File: src/rtl/vga_pkg.sv
// rtl/vga_pkg.sv - shared VGA raster constants and colour types
package vga_pkg;

    localparam int VGA_H_ACTIVE = 640;
    localparam int VGA_H_FP     = 16;
    localparam int VGA_H_SYNC   = 96;
    localparam int VGA_H_BP     = 48;
    localparam int VGA_H_TOTAL  = VGA_H_ACTIVE + VGA_H_FP + VGA_H_SYNC + VGA_H_BP;

    localparam int VGA_V_ACTIVE = 480;
    localparam int VGA_V_FP     = 10;
    localparam int VGA_V_SYNC   = 2;
    localparam int VGA_V_BP     = 33;
    localparam int VGA_V_TOTAL  = VGA_V_ACTIVE + VGA_V_FP + VGA_V_SYNC + VGA_V_BP;

    // Colour word packed as {B,G,R}, one byte each
    typedef logic [23:0] bgr_t;

    localparam bgr_t BLACK = 24'h000000;

endpackage

File: src/rtl/vga_timing_gen.sv
// rtl/vga_timing_gen.sv - raster counters, sync windows and frame strobes
module vga_timing_gen
    import vga_pkg::*;
#(
    parameter int H_ACTIVE = VGA_H_ACTIVE,
    parameter int H_FP     = VGA_H_FP,
    parameter int H_SYNC   = VGA_H_SYNC,
    parameter int H_BP     = VGA_H_BP,
    parameter int V_ACTIVE = VGA_V_ACTIVE,
    parameter int V_FP     = VGA_V_FP,
    parameter int V_SYNC   = VGA_V_SYNC,
    parameter int V_BP     = VGA_V_BP
) (
    input  logic       iVGA_CLK,
    input  logic       iRST,
    output logic [9:0] hCount,
    output logic [9:0] vCount,
    output logic       visible,
    output logic       hSync,
    output logic       vSync,
    output logic       frameStart,
    output logic       loadStrobe
);

    localparam logic [9:0] H_LAST   = 10'(H_ACTIVE + H_FP + H_SYNC + H_BP - 1);
    localparam logic [9:0] V_LAST   = 10'(V_ACTIVE + V_FP + V_SYNC + V_BP - 1);
    localparam logic [9:0] H_ACT    = 10'(H_ACTIVE);
    localparam logic [9:0] V_ACT    = 10'(V_ACTIVE);
    localparam logic [9:0] HS_BEGIN = 10'(H_ACTIVE + H_FP);
    localparam logic [9:0] HS_END   = 10'(H_ACTIVE + H_FP + H_SYNC);
    localparam logic [9:0] VS_BEGIN = 10'(V_ACTIVE + V_FP);
    localparam logic [9:0] VS_END   = 10'(V_ACTIVE + V_FP + V_SYNC);

    // Pixel and line counters; frameStart is the registered (0,0) marker
    always_ff @(posedge iVGA_CLK) begin
        if (iRST) begin
            hCount     <= '0;
            vCount     <= '0;
            frameStart <= 1'b0;
        end else begin
            frameStart <= (hCount == '0) && (vCount == '0);
            if (hCount == H_LAST) begin
                hCount <= '0;
                vCount <= (vCount == V_LAST) ? '0 : vCount + 10'd1;
            end else begin
                hCount <= hCount + 10'd1;
            end
        end
    end

    assign visible    = (hCount < H_ACT) && (vCount < V_ACT);
    assign hSync      = !((hCount >= HS_BEGIN) && (hCount < HS_END));
    assign vSync      = !((vCount >= VS_BEGIN) && (vCount < VS_END));
    assign loadStrobe = (hCount == '0) && (vCount == V_ACT);

endmodule

File: src/rtl/vga_sprite_compositor.sv
// rtl/vga_sprite_compositor.sv - background fetch plus fixed-priority sprite overlay
module vga_sprite_compositor
    import vga_pkg::*;
#(
    parameter int N_SPR      = 4,
    parameter int SPR_W      = 32,
    parameter int SPR_H      = 32,
    parameter int SCALE_LOG2 = 1,
    parameter int BG_LAT     = 1,
    parameter int H_ACTIVE   = VGA_H_ACTIVE,
    parameter int H_FP       = VGA_H_FP,
    parameter int H_SYNC     = VGA_H_SYNC,
    parameter int H_BP       = VGA_H_BP,
    parameter int V_ACTIVE   = VGA_V_ACTIVE,
    parameter int V_FP       = VGA_V_FP,
    parameter int V_SYNC     = VGA_V_SYNC,
    parameter int V_BP       = VGA_V_BP
) (
    input  logic                iVGA_CLK,
    input  logic                iRST,
    input  logic [N_SPR*10-1:0] spr_x,
    input  logic [N_SPR*9-1:0]  spr_y,
    input  logic [N_SPR*24-1:0] spr_bgr,
    input  logic [N_SPR-1:0]    spr_en,
    input  logic                blackout,
    output logic [18:0]         bg_addr,
    input  logic [23:0]         bg_bgr,
    output logic                oHS,
    output logic                oVS,
    output logic                oBLANK_n,
    output logic [7:0]          b_data,
    output logic [7:0]          g_data,
    output logic [7:0]          r_data,
    output logic                frame_start
);

    localparam logic [10:0] SPR_W11 = 11'(SPR_W);
    localparam logic [10:0] SPR_H11 = 11'(SPR_H);
    localparam logic [18:0] BG_ROW  = 19'(H_ACTIVE >> SCALE_LOG2);
    localparam int          LAST    = BG_LAT - 1;

    logic [9:0] hCount;
    logic [9:0] vCount;
    logic       visible;
    logic       hSync;
    logic       vSync;
    logic       loadStrobe;

    vga_timing_gen #(
        .H_ACTIVE (H_ACTIVE),
        .H_FP     (H_FP),
        .H_SYNC   (H_SYNC),
        .H_BP     (H_BP),
        .V_ACTIVE (V_ACTIVE),
        .V_FP     (V_FP),
        .V_SYNC   (V_SYNC),
        .V_BP     (V_BP)
    ) uTiming (
        .iVGA_CLK   (iVGA_CLK),
        .iRST       (iRST),
        .hCount     (hCount),
        .vCount     (vCount),
        .visible    (visible),
        .hSync      (hSync),
        .vSync      (vSync),
        .frameStart (frame_start),
        .loadStrobe (loadStrobe)
    );

    logic [9:0]       shX   [N_SPR];
    logic [8:0]       shY   [N_SPR];
    bgr_t             shBgr [N_SPR];
    logic [N_SPR-1:0] shEn;

    // Shadow sprite set, refreshed only at the top of vertical blanking so a frame never tears
    always_ff @(posedge iVGA_CLK) begin
        if (iRST) begin
            for (int i = 0; i < N_SPR; i++) begin
                shX[i]   <= '0;
                shY[i]   <= '0;
                shBgr[i] <= BLACK;
            end
            shEn <= '0;
        end else if (loadStrobe) begin
            for (int i = 0; i < N_SPR; i++) begin
                shX[i]   <= spr_x[10*i +: 10];
                shY[i]   <= spr_y[9*i +: 9];
                shBgr[i] <= spr_bgr[24*i +: 24];
            end
            shEn <= spr_en;
        end
    end

    logic [N_SPR-1:0] hitNext;
    logic [18:0]      addrNext;

    // Half-open rectangle test per channel; the extra bit keeps right/bottom edges from wrapping
    always_comb begin
        hitNext = '0;
        for (int i = 0; i < N_SPR; i++) begin
            hitNext[i] = shEn[i]
                && ({1'b0, hCount} >= {1'b0, shX[i]})
                && ({1'b0, hCount} <  ({1'b0, shX[i]} + SPR_W11))
                && ({1'b0, vCount} >= {2'b0, shY[i]})
                && ({1'b0, vCount} <  ({2'b0, shY[i]} + SPR_H11));
        end
    end

    // Background address from the scaled-down raster position, parked at 0 during blanking
    always_comb begin
        addrNext = '0;
        if (visible) begin
            addrNext = 19'(vCount >> SCALE_LOG2) * BG_ROW + 19'(hCount >> SCALE_LOG2);
        end
    end

    logic             s1Vis;
    logic             s1Hs;
    logic             s1Vs;
    logic [N_SPR-1:0] s1Hit;

    // Stage 1: issue the ROM read and capture position-derived state alongside it
    always_ff @(posedge iVGA_CLK) begin
        if (iRST) begin
            s1Vis   <= 1'b0;
            s1Hs    <= 1'b1;
            s1Vs    <= 1'b1;
            s1Hit   <= '0;
            bg_addr <= '0;
        end else begin
            s1Vis   <= visible;
            s1Hs    <= hSync;
            s1Vs    <= vSync;
            s1Hit   <= hitNext;
            bg_addr <= addrNext;
        end
    end

    logic             dVis [BG_LAT];
    logic             dHs  [BG_LAT];
    logic             dVs  [BG_LAT];
    logic [N_SPR-1:0] dHit [BG_LAT];

    // Delay line matching the ROM read latency so hits and syncs line up with bg_bgr
    always_ff @(posedge iVGA_CLK) begin
        if (iRST) begin
            for (int k = 0; k < BG_LAT; k++) begin
                dVis[k] <= 1'b0;
                dHs[k]  <= 1'b1;
                dVs[k]  <= 1'b1;
                dHit[k] <= '0;
            end
        end else begin
            dVis[0] <= s1Vis;
            dHs[0]  <= s1Hs;
            dVs[0]  <= s1Vs;
            dHit[0] <= s1Hit;
            for (int k = 1; k < BG_LAT; k++) begin
                dVis[k] <= dVis[k-1];
                dHs[k]  <= dHs[k-1];
                dVs[k]  <= dVs[k-1];
                dHit[k] <= dHit[k-1];
            end
        end
    end

    bgr_t pixNext;
    bgr_t pixOut;

    // Colour select: blanking wins, then lowest-index sprite, then blackout, then background
    always_comb begin
        pixNext = blackout ? BLACK : bg_bgr;
        for (int i = N_SPR - 1; i >= 0; i--) begin
            if (dHit[LAST][i]) begin
                pixNext = shBgr[i];
            end
        end
        if (!dVis[LAST]) begin
            pixNext = BLACK;
        end
    end

    // Output register drives syncs and colour on the same edge
    always_ff @(posedge iVGA_CLK) begin
        if (iRST) begin
            oHS      <= 1'b1;
            oVS      <= 1'b1;
            oBLANK_n <= 1'b0;
            pixOut   <= BLACK;
        end else begin
            oHS      <= dHs[LAST];
            oVS      <= dVs[LAST];
            oBLANK_n <= dVis[LAST];
            pixOut   <= pixNext;
        end
    end

    assign b_data = pixOut[23:16];
    assign g_data = pixOut[15:8];
    assign r_data = pixOut[7:0];

endmodule

File: config.mk
export PLATFORM = sky130hd
export DESIGN_NAME = vga_sprite_compositor
export DESIGN_NICKNAME = d
export VERILOG_FILES = /design/src/rtl/vga_pkg.sv /design/src/rtl/vga_timing_gen.sv /design/src/rtl/vga_sprite_compositor.sv
export SDC_FILE = /design/constraint.sdc
export NUM_CORES = 1
export LEC_CHECK = 0
export CORE_UTILIZATION = 48
export DETAILED_ROUTE_END_ITERATION = 12
export PLACE_DENSITY = 0.84
export SLEW_MARGIN = 20
export SYNTH_ARGS = -nofsm -noshare
export SYNTH_HDL_FRONTEND = slang
export SYNTH_SLANG_ARGS = --single-unit
File: constraint.sdc
create_clock -name iVGA_CLK -period 3.8 [get_ports iVGA_CLK]
set_input_delay 0.38 -clock iVGA_CLK [delete_from_list [all_inputs] [get_ports iVGA_CLK]]
set_output_delay 0.38 -clock iVGA_CLK [all_outputs]
set_load 0.02 [all_outputs]
* Yosys cells after proc, flatten, opt, wreduce, memory -nomap -nowiden
Memories as Yosys holds them, arrays and structs flattened. A register that Yosys moved wholly into a read port is not among the register bits.
Cells that the tools add are included.
** Word-level totals
- Output and inout bits :: 47
- Memories :: 7
- Register bits :: 76
- Logic and storage cells :: 133
- Memory bits (writable) :: 179
- Input port bits :: 203
** Cells by class
- Reduce and logical (&&, ||, !) cells :: 32
- Bitwise gates (word level) :: 14
- Add/subtract/negate cells :: 11
- Multiply operators :: 1
- Multiplexer cells :: 32
- $lt $le $gt $ge :: 22
- Eq/ne operators :: 3
** Memories
- shBgr :: depth 4, bits a word 24, rd ports 4, clocked after memory_dff 0, wr ports 4, RTL line vga_sprite_compositor.sv:72 : bgr_t shBgr [N_SPR];
- shX :: depth 4, bits a word 10, rd ports 4, clocked after memory_dff 0, wr ports 4, RTL line vga_sprite_compositor.sv:70 : logic [9:0] shX [N_SPR];
- shY :: depth 4, bits a word 9, rd ports 4, clocked after memory_dff 0, wr ports 4, RTL line vga_sprite_compositor.sv:71 : logic [8:0] shY [N_SPR];
- dHit :: depth 1, bits a word 4, rd ports 1, clocked after memory_dff 0, wr ports 1, RTL line vga_sprite_compositor.sv:142 : logic [N_SPR-1:0] dHit [BG_LAT];
- dHs :: depth 1, bits a word 1, rd ports 1, clocked after memory_dff 1, wr ports 1, RTL line vga_sprite_compositor.sv:140 : logic dHs [BG_LAT];
- dVis :: depth 1, bits a word 1, rd ports 1, clocked after memory_dff 0, wr ports 1, RTL line vga_sprite_compositor.sv:139 : logic dVis [BG_LAT];
- +1 memories
** Operators with widths (count)
- 24-bit two-way mux :: 9
- 10-bit two-way mux :: 5
- 10-bit by 6-bit adder with 11-bit output (second input constant) :: 4
- 10-bit by 11-bit less-than comparator with 1-bit output :: 4
- 9-bit by 6-bit adder with 10-bit output (second input constant) :: 4
- 10-bit >= comparator :: 4
- 10-bit by 9-bit >= comparator with 1-bit output :: 4
- 10-bit less-than comparator :: 4
- 9-bit two-way mux :: 4
- 1-bit logical AND :: 21
- 10-bit by 1-bit adder with 10-bit output (second input constant) :: 2
- 10-bit == test (second input constant) :: 2
- 10-bit zero test :: 2
- 10-bit less-than comparator (second input constant) :: 2
- 10-bit by 9-bit less-than comparator with 1-bit output (second input constant) :: 2
- 18-bit by 9-bit adder with 19-bit output :: 1
- 1-bit two-way mux :: 13
- 9-bit by 3-bit multiplier with 12-bit output (second input constant) :: 1
- 1-bit bitwise OR :: 12
- 10-bit by 9-bit == test with 1-bit output (second input constant) :: 1
- 10-bit >= comparator (second input constant) :: 1
- 10-bit by 9-bit >= comparator with 1-bit output (second input constant) :: 1
- 2-bit OR reduction :: 3
- 4-bit two-way mux :: 1
- other kinds (4) :: 8

* Depth between registers and ports, before layout
Gate-level depths: netlist of run 1.
- Depth after elaboration :: 6
- Depth in mapped cells :: 11
- Mapped depth without buffers :: 11

* Cells and area by module
A second synthesis of run 1 with hierarchy kept.
** Unflattened totals
- Cells, all modules :: 1299
- Area total of the unflattened synthesis :: 13838.3 um^2
** By module, submodules not included
- vga_sprite_compositor :: sequential area each 6446.2 um^2, cells an instance 1172, area an instance 12786.0 um^2, instances 1
- vga_timing_gen :: sequential area each 420.4 um^2, cells an instance 127, area an instance 1052.3 um^2, instances 1

* Least setup slack after synthesis of run 1
OpenSTA, ideal clock, no wires.
- Path kind :: reg-to-reg
- From :: register uTiming.vCount[5]
- To :: memory shBgr[0][0] in the netlist's numbering, enable pin
- Required time :: 3.340 ns
- Slack :: -0.248 ns
- Path buffers :: 0
- Setup time :: 0.460 ns
- Cell stages (with the launch flop) :: 4
- Arrival time :: 3.588 ns
- Clock period less this slack :: 4.048 ns
- Cells stage by stage :: dfxtp_1 > nand4_1 > nor4_2 > or2_2
** RTL lines
- start, declared :: RTL line vga_timing_gen.sv:17 : output logic [9:0] vCount,
- start signal, assigned :: RTL line vga_timing_gen.sv:44 : vCount <= (vCount == V_LAST) ? '0 : vCount + 10'd1;
- end, declared :: RTL line vga_sprite_compositor.sv:72

==> results of run 1 <==
## synthesized netlist by cell type (9+ instances only)
cell type and number:
nand4_1 12, dfxtp_1 85, xnor2_1 30, edfxtp_1 172
a21oi_1 95, clkbuf_2 9, clkbuf_1 29, buf_6 9
nor2b_1 37, a211oi_1 10, nand3_1 32, nor3_1 31
nand2b_1 10, ha_1 145, o21ai_0 37, nor2_1 110
and2_1 179, a21o_1 15, xor2_1 14, a221oi_1 25
inv_1 97, nand2_1 26
## registers in the layout, summed over array words and instances (netlist names), 4 cells and up
register and count:
uTiming.hCount 10, dHit 4, shBgr 96, shX 40, pixOut 24, bg_addr 19
shY 36, s1Hit 4, shEn 4, uTiming.vCount 10
## area by class of cell
type / count / area, µm² / share of cell area [%]
flip-flops and latches: 257 / 6870 / 38.9
multi-input cells: 892 / 6300 / 35.7
repair buffers: 270 / 2700 / 15.3
clock buffers: 37 / 776 / 4.39
well taps: 378 / 473 / 2.68
inverters: 97 / 364 / 2.06
clock inverters: 15 / 186 / 1.06
## final timing paths
check,start,end,cells after the start
min reg2reg,s1Hs,dHs[0],1
max,uTiming.hCount[5],shBgr[0][11],6
max reg2reg,uTiming.hCount[5],shBgr[0][11],6
min,s1Hs,dHs[0],1
## power groups by stage
stage / Clock, W / Sequential, W / Combinational [W]
after floorplan: 0 / 0.00314 / 0.000193
after global placement: 0 / 0.00314 / 0.000485
after detailed placement: 0 / 0.00314 / 0.000495
after CTS: 0.00288 / 0.00309 / 0.000500
after global routing: 0.00300 / 0.00309 / 0.000546
final: 0.00283 / 0.00309 / 0.000498
## per-layer routing
metal | up-vias | wire length (µm) | global-route usage, % | part of all wire [%]
met5 | - | 11 | 0 | 0.033
li1 | 5060 | - | - | -
met3 | 79 | 1900 | 3.59 | 5.6
met2 | 309 | 16200 | 38.9 | 48
met4 | 2 | 1280 | 9.16 | 3.8
met1 | 4914 | 14400 | 29.8 | 43
## per-stage QoR
stage | power, W | cells | hold WS (ns) | utilization (%)
floorplan | 0.00334 | 1294 | 0.389 | -
global placement | 0.00363 | 1894 | 0.393 | 59.6
detailed placement | 0.00364 | 1894 | 0.399 | 59.6
CTS | 0.00647 | 1946 | 0.408 | 63.1
global route | 0.00664 | 1946 | 0.426 | 63.1
finish | 0.00641 | 1946 | 0.406 | 63.1
## cell families (layout without fill, tap and decap cells)
| logic type | count (synthesis) | in the layout | share of synthesized area [%] |
|---|---|---|---|
| AND/OR/NAND/NOR | 477 | 477 | 19.2 |
| flip-flops | 257 | 257 | 49.8 |
| AO/OA/AOI/OAI | 218 | 218 | 9.88 |
| adder cells (fa/ha/maj) | 147 | 147 | 13.5 |
| buffers and inverters | 145 | 419 | 4.52 |
| XOR/XNOR | 44 | 44 | 2.80 |
| multiplexers | 5 | 5 | 0.363 |
| other | 1 | 1 | 0.0272 |
==> results.ini, run 1 <==
[yosys]
synth_edf_count = 172
yosys-top-cells-area = edfxtp_1 (37%), ha_1 (13%), dfxtp_1 (12%)
netlist_area_um2 = 13800
synth_nets = 1644
yosysTopAreaCell = edfxtp_1
ys.flop_type = edfxtp_1
syn_inst = 1294
synth_cell_type_count = 60
synth_top_area_share_pct = 37.5
yosys_register_bits = 257
synth-async-reset-ratio_pct = 0
avgSynthCellArea_um2 = 10.7
synth-seq-area-share_pct = 49.8
ys_warn_count = 0

[drt]
detail_route.first_pass.iterations = 5
drtAntennaViolNets = 0
avgRoutedWirePerCell_um = 17.4
drt_iter0_drc = 657
post_drt_via_cell_ratio = 5.33
vias = 10400
drc = 0
totalWireLength_mm = 33.8

[worst_setup_path]
startpoint_type = register
crit_required_ns = 4.19
cp_top_family = simple AND/OR/NAND/NOR gates
worstPathArrival_ns = 3.32
end_kind = register
path_cells = nor3_1 > nand4_1 > or4_4 > nor2_8 > buf_12 > and2_1
max_stage_delay_ns = 0.50
cp_max_fo = 71
worstSetupPathType = reg2reg
regToRegSetupSlack_ns = 0.87
cpMaxStageDelayCell = dfxtp_1
critPathBufInv = 1

[hold_path]
hold_class = reg2reg

[cts]
cts_buffer_depth = 3
root_buffer = clkbuf_16
cts_sinks = 257
clk_transition_reported_paths_ns = 0.06
ctsHoldBuffers = 0
cts_tree = yes
numCtsBuffers = 28
clock_latency_ns = 0.54
cts_resized = 0
htree_levels = 1
postCtsSetupBuffers = 0

[final_layout]
mostFrequentLayoutCells = clkdlybuf4s50_1 (249), and2_1 (179), edfxtp_1 (172)
antenna_cells = 0
finish.instance_area_um2 = 17700
fillCellCount = 2203
layout_commonest_cell = clkdlybuf4s50_1
final_nets = 1896
areaGrowthSynthToFinish_pct = 28.2
layout-drive-gt1-share_pct = 5.04

[global_route]
grt.total_usage_pct = 23.1
grt_overflow = 0
grt_pass1_vias = 10500
grt_max_degree = 72
grt_pass1_wl_mm = 53.4
antenna_found_initial = 1

[timing]
fin_skew_ns = 0.0124
max_slew_margin_pct = 33.5
rsz0062_at_grt = false
tightest_slew_ns = 0.997
timing.final.hold_violations = 0
tns_ns = 0
period_share_pct = 77.0
slew_violations = 0
fin_crit_ns = 2.93
fin_ws_ns = 0.873
fmax_ghz = 0.342
setup_viol = 0

[power]
p_switching_w = 0.00137
swShare_pct = 21.3
leakagePower_nw = 7.26
ir_drop_mv = 0.316
p_int_w = 0.00505
seqPwrFrac_pct = 48.1
power.share.clock_pct = 44.1
power_frac_comb_pct = 7.8
power_density_nw_per_um2 = 363

[floorplanning]
core_um2 = 28000
ioPinCount = 250
die_x_um = 171
num_rows = 61
dieArea_um2 = 29400
start_util_pct = 49.2
die_h_um = 171

[flow_run]
drv_cap = 0

[placed_design]
dp_hpwl_mm = 24.1
place_area_um2 = 16700
portBuffers = 249
place_ws_ns = 0.873
gp_congestion = 0.911

[run_status]
status = finished, final reports clean

Note: power is estimated with default switching activity, not from simulation.
==> run 2, diff against run 1 <==
Clock period 3.8 ns to 2.55 ns, I/O delays scaled along.
==> run 2 against run 1 <==
Effect of this change: power rose by 48%; hold slack got worse by 0.067 ns; sequential power rose by 49%; final area rose by 1.7%; critical path type unchanged; die area did not move; maximum frequency rose by 19%; non-clock buffer count rose by 22.
==> results.ini, run 2 (same netlist as run 1, synthesis figures left out) <==
[final_layout]
areaGrowthSynthToFinish_pct = 30.4
layout_commonest_cell = clkdlybuf4s50_1
final_nets = 1920  ; +1.3%
top_register = shBgr
final_cells = 1972  ; +1.3%
largest_reg_flops = 96  ; unchanged
mostFrequentLayoutCells = clkdlybuf4s50_1 (249), and2_1 (179), edfxtp_1 (172)
reg_top3 = shBgr x96, shX x40, shY x36
layout-drive-gt1-share_pct = 8.04  ; +3.0 points

[placed_design]
dp_hpwl_mm = 24.5  ; +2.0%
place_ws_ns = -0.368  ; -1.24 ns
dp.cells = 1913  ; +1.0%
portBuffers = 249  ; unchanged
gp_congestion = 0.867  ; -4.8%

[floorplanning]
ioPinCount = 250  ; unchanged
die_x_um = 171  ; unchanged
start_util_pct = 49.2  ; unchanged
die_h_um = 171  ; unchanged
dieArea_um2 = 29400  ; unchanged
core_um2 = 28000  ; unchanged
num_rows = 61  ; unchanged

[global_route]
grt_overflow = 0  ; unchanged
grt.total_usage_pct = 22.8  ; -0.33 points
grt_max_degree = 74  ; +2.8%
grt_pass1_vias = 10700  ; +2.4%
grt_pass1_wl_mm = 53.0  ; -0.76%
antenna_found_initial = 2  ; +1

[drt]
post_drt_via_cell_ratio = 5.34  ; +0.28%
vias = 10500  ; +1.6%
detail_route.first_pass.iterations = 5  ; unchanged
routed-wl-met2_mm = 16.3  ; +0.44%
wl_met3_mm = 1.97  ; +3.6%
drt_iter0_drc = 565  ; -14%
wirelength_met1_mm = 14.2  ; -1.4%
drtAntennaViolNets = 0  ; unchanged
dr.max_layer_used = met5
totalWireLength_mm = 33.7  ; -0.26%
drc = 0  ; unchanged
avgRoutedWirePerCell_um = 17.1  ; -1.6%

[cts]
clock_latency_ns = 0.57  ; +0.03 ns
clk_transition_reported_paths_ns = 0.06  ; about the same
root_buffer = clkbuf_16
cts_tree = yes
cts_sinks = 257  ; unchanged
numCtsBuffers = 30  ; +7.1%
htree_levels = 1  ; unchanged
cts_buffer_depth = 3  ; unchanged
ctsHoldBuffers = 0  ; unchanged

[worst_setup_path]
path_cells = ha_2 > xnor2_1 > ha_1 > a21oi_2 > o21ai_2 > nor4b_4 > o21ai_1 > nor4b_2 > o311a_1
max_stage_delay_ns = 0.43  ; -0.07 ns
end_kind = register
crit_required_ns = 3.03  ; -1.16 ns
cp_max_fo = 2  ; -97%
worstPathArrival_ns = 2.95  ; -0.37 ns
startpoint_type = register
worstSetupPathType = reg2reg
cpMaxStageDelayCell = edfxtp_1

[power]
leakagePower_nw = 7.43  ; +2.3%
ir_drop_mv = 0.500  ; +58%
power_density_nw_per_um2 = 528  ; +45%

[timing]
slew_violations = 0  ; unchanged
tightest_slew_ns = 0.635  ; -0.362 ns
tns_ns = 0  ; unchanged
period_share_pct = 96.8  ; +20 points
timing.final.hold_violations = 0  ; unchanged
timing.hold.ws_ns = 0.339  ; -0.0672 ns
max_slew_margin_pct = 57.6  ; +24 points
fmax_ghz = 0.405  ; +19%
fin_ws_ns = 0.0806  ; -0.793 ns
setup_viol = 0  ; unchanged
fin_crit_ns = 2.47  ; -0.457 ns
fin_skew_ns = 0.0274  ; +0.0150 ns

[run_status]
status = finished, final reports clean

[flow_run]
drv_cap = 0  ; unchanged

[hold_path]
hold_class = in2reg

==> run 2: worst max-delay path: cells and delay by family, from the launching register on <==
family          cells  cell delay (ns)
compound gates      4             0.64
fa+ha+maj           2             0.53
flops               1             0.43
xor+xnor            1             0.12
simple gates        2             0.65
==> run 2: per-layer routing <==
layer	vias up	track usage (%)
met5	-	0
li1	5124	-
met3	93	3.80
met4	2	8.58
met2	355	38.9
met1	4958	28.9
==> run 2: stage by stage <==
| step | utilization (%) | area, µm² | total power, W |
|---|---|---|---|
| 3_5_place_dp | 60.4 | 16900 | 0.00543 |
| 2_1_floorplan | - | 13800 | 0.00497 |
| 5_1_grt | 64.2 | 18000 | 0.00981 |
| 3_3_place_gp | 60.4 | 16900 | 0.00541 |
| 6_report | 64.2 | 18000 | 0.00948 |
| 4_1_cts | 63.9 | 17900 | 0.00957 |
==> run 2: repair_timing <==
| action | 4_1_cts | 5_1_grt |
|---|---|---|
| gates resized for setup | 5 | 14 |
| pin swaps | 4 | 3 |
| setup endpoints to repair | 1 | 38 |
| buffers inserted | 2 | 1 |
==> run 2: cell type report <==
cell class,count,area [µm²]
Clock inverter,11,96.3
Multi-Input combinational cell,892,6380
Antenna cell,1,2.50
Fill cell,2182,10000
Clock buffer,44,863
Tap cell,378,473
Inverter,97,364
Sequential cell,257,6880
Timing Repair Buffer,292,2910
==> run 2: final timing paths <==
check / startpoint / endpoint / slack [ns] / cells past startpoint
setup / recovery: shY[2][5] / s1Hit[2] / 0.08 / 9
hold / removal: spr_bgr[60] / shBgr[2][12] / 0.34 / 2
setup reg to reg: shY[2][5] / s1Hit[2] / 0.08 / 9
hold reg to reg: s1Vs / dVs[0] / 0.41 / 1
==> run 2: power by group <==
| part | switching, W | internal [W] | leakage (nW) | total (W) |
|---|---|---|---|---|
| sequential | 0.0000568 | 0.00454 | 2.47 | 0.00460 |
| combinational | 0.000308 | 0.000445 | 4.49 | 0.000753 |
| clock | 0.00170 | 0.00244 | 0.475 | 0.00413 |
| total | 0.00206 | 0.00742 | 7.43 | 0.00948 |
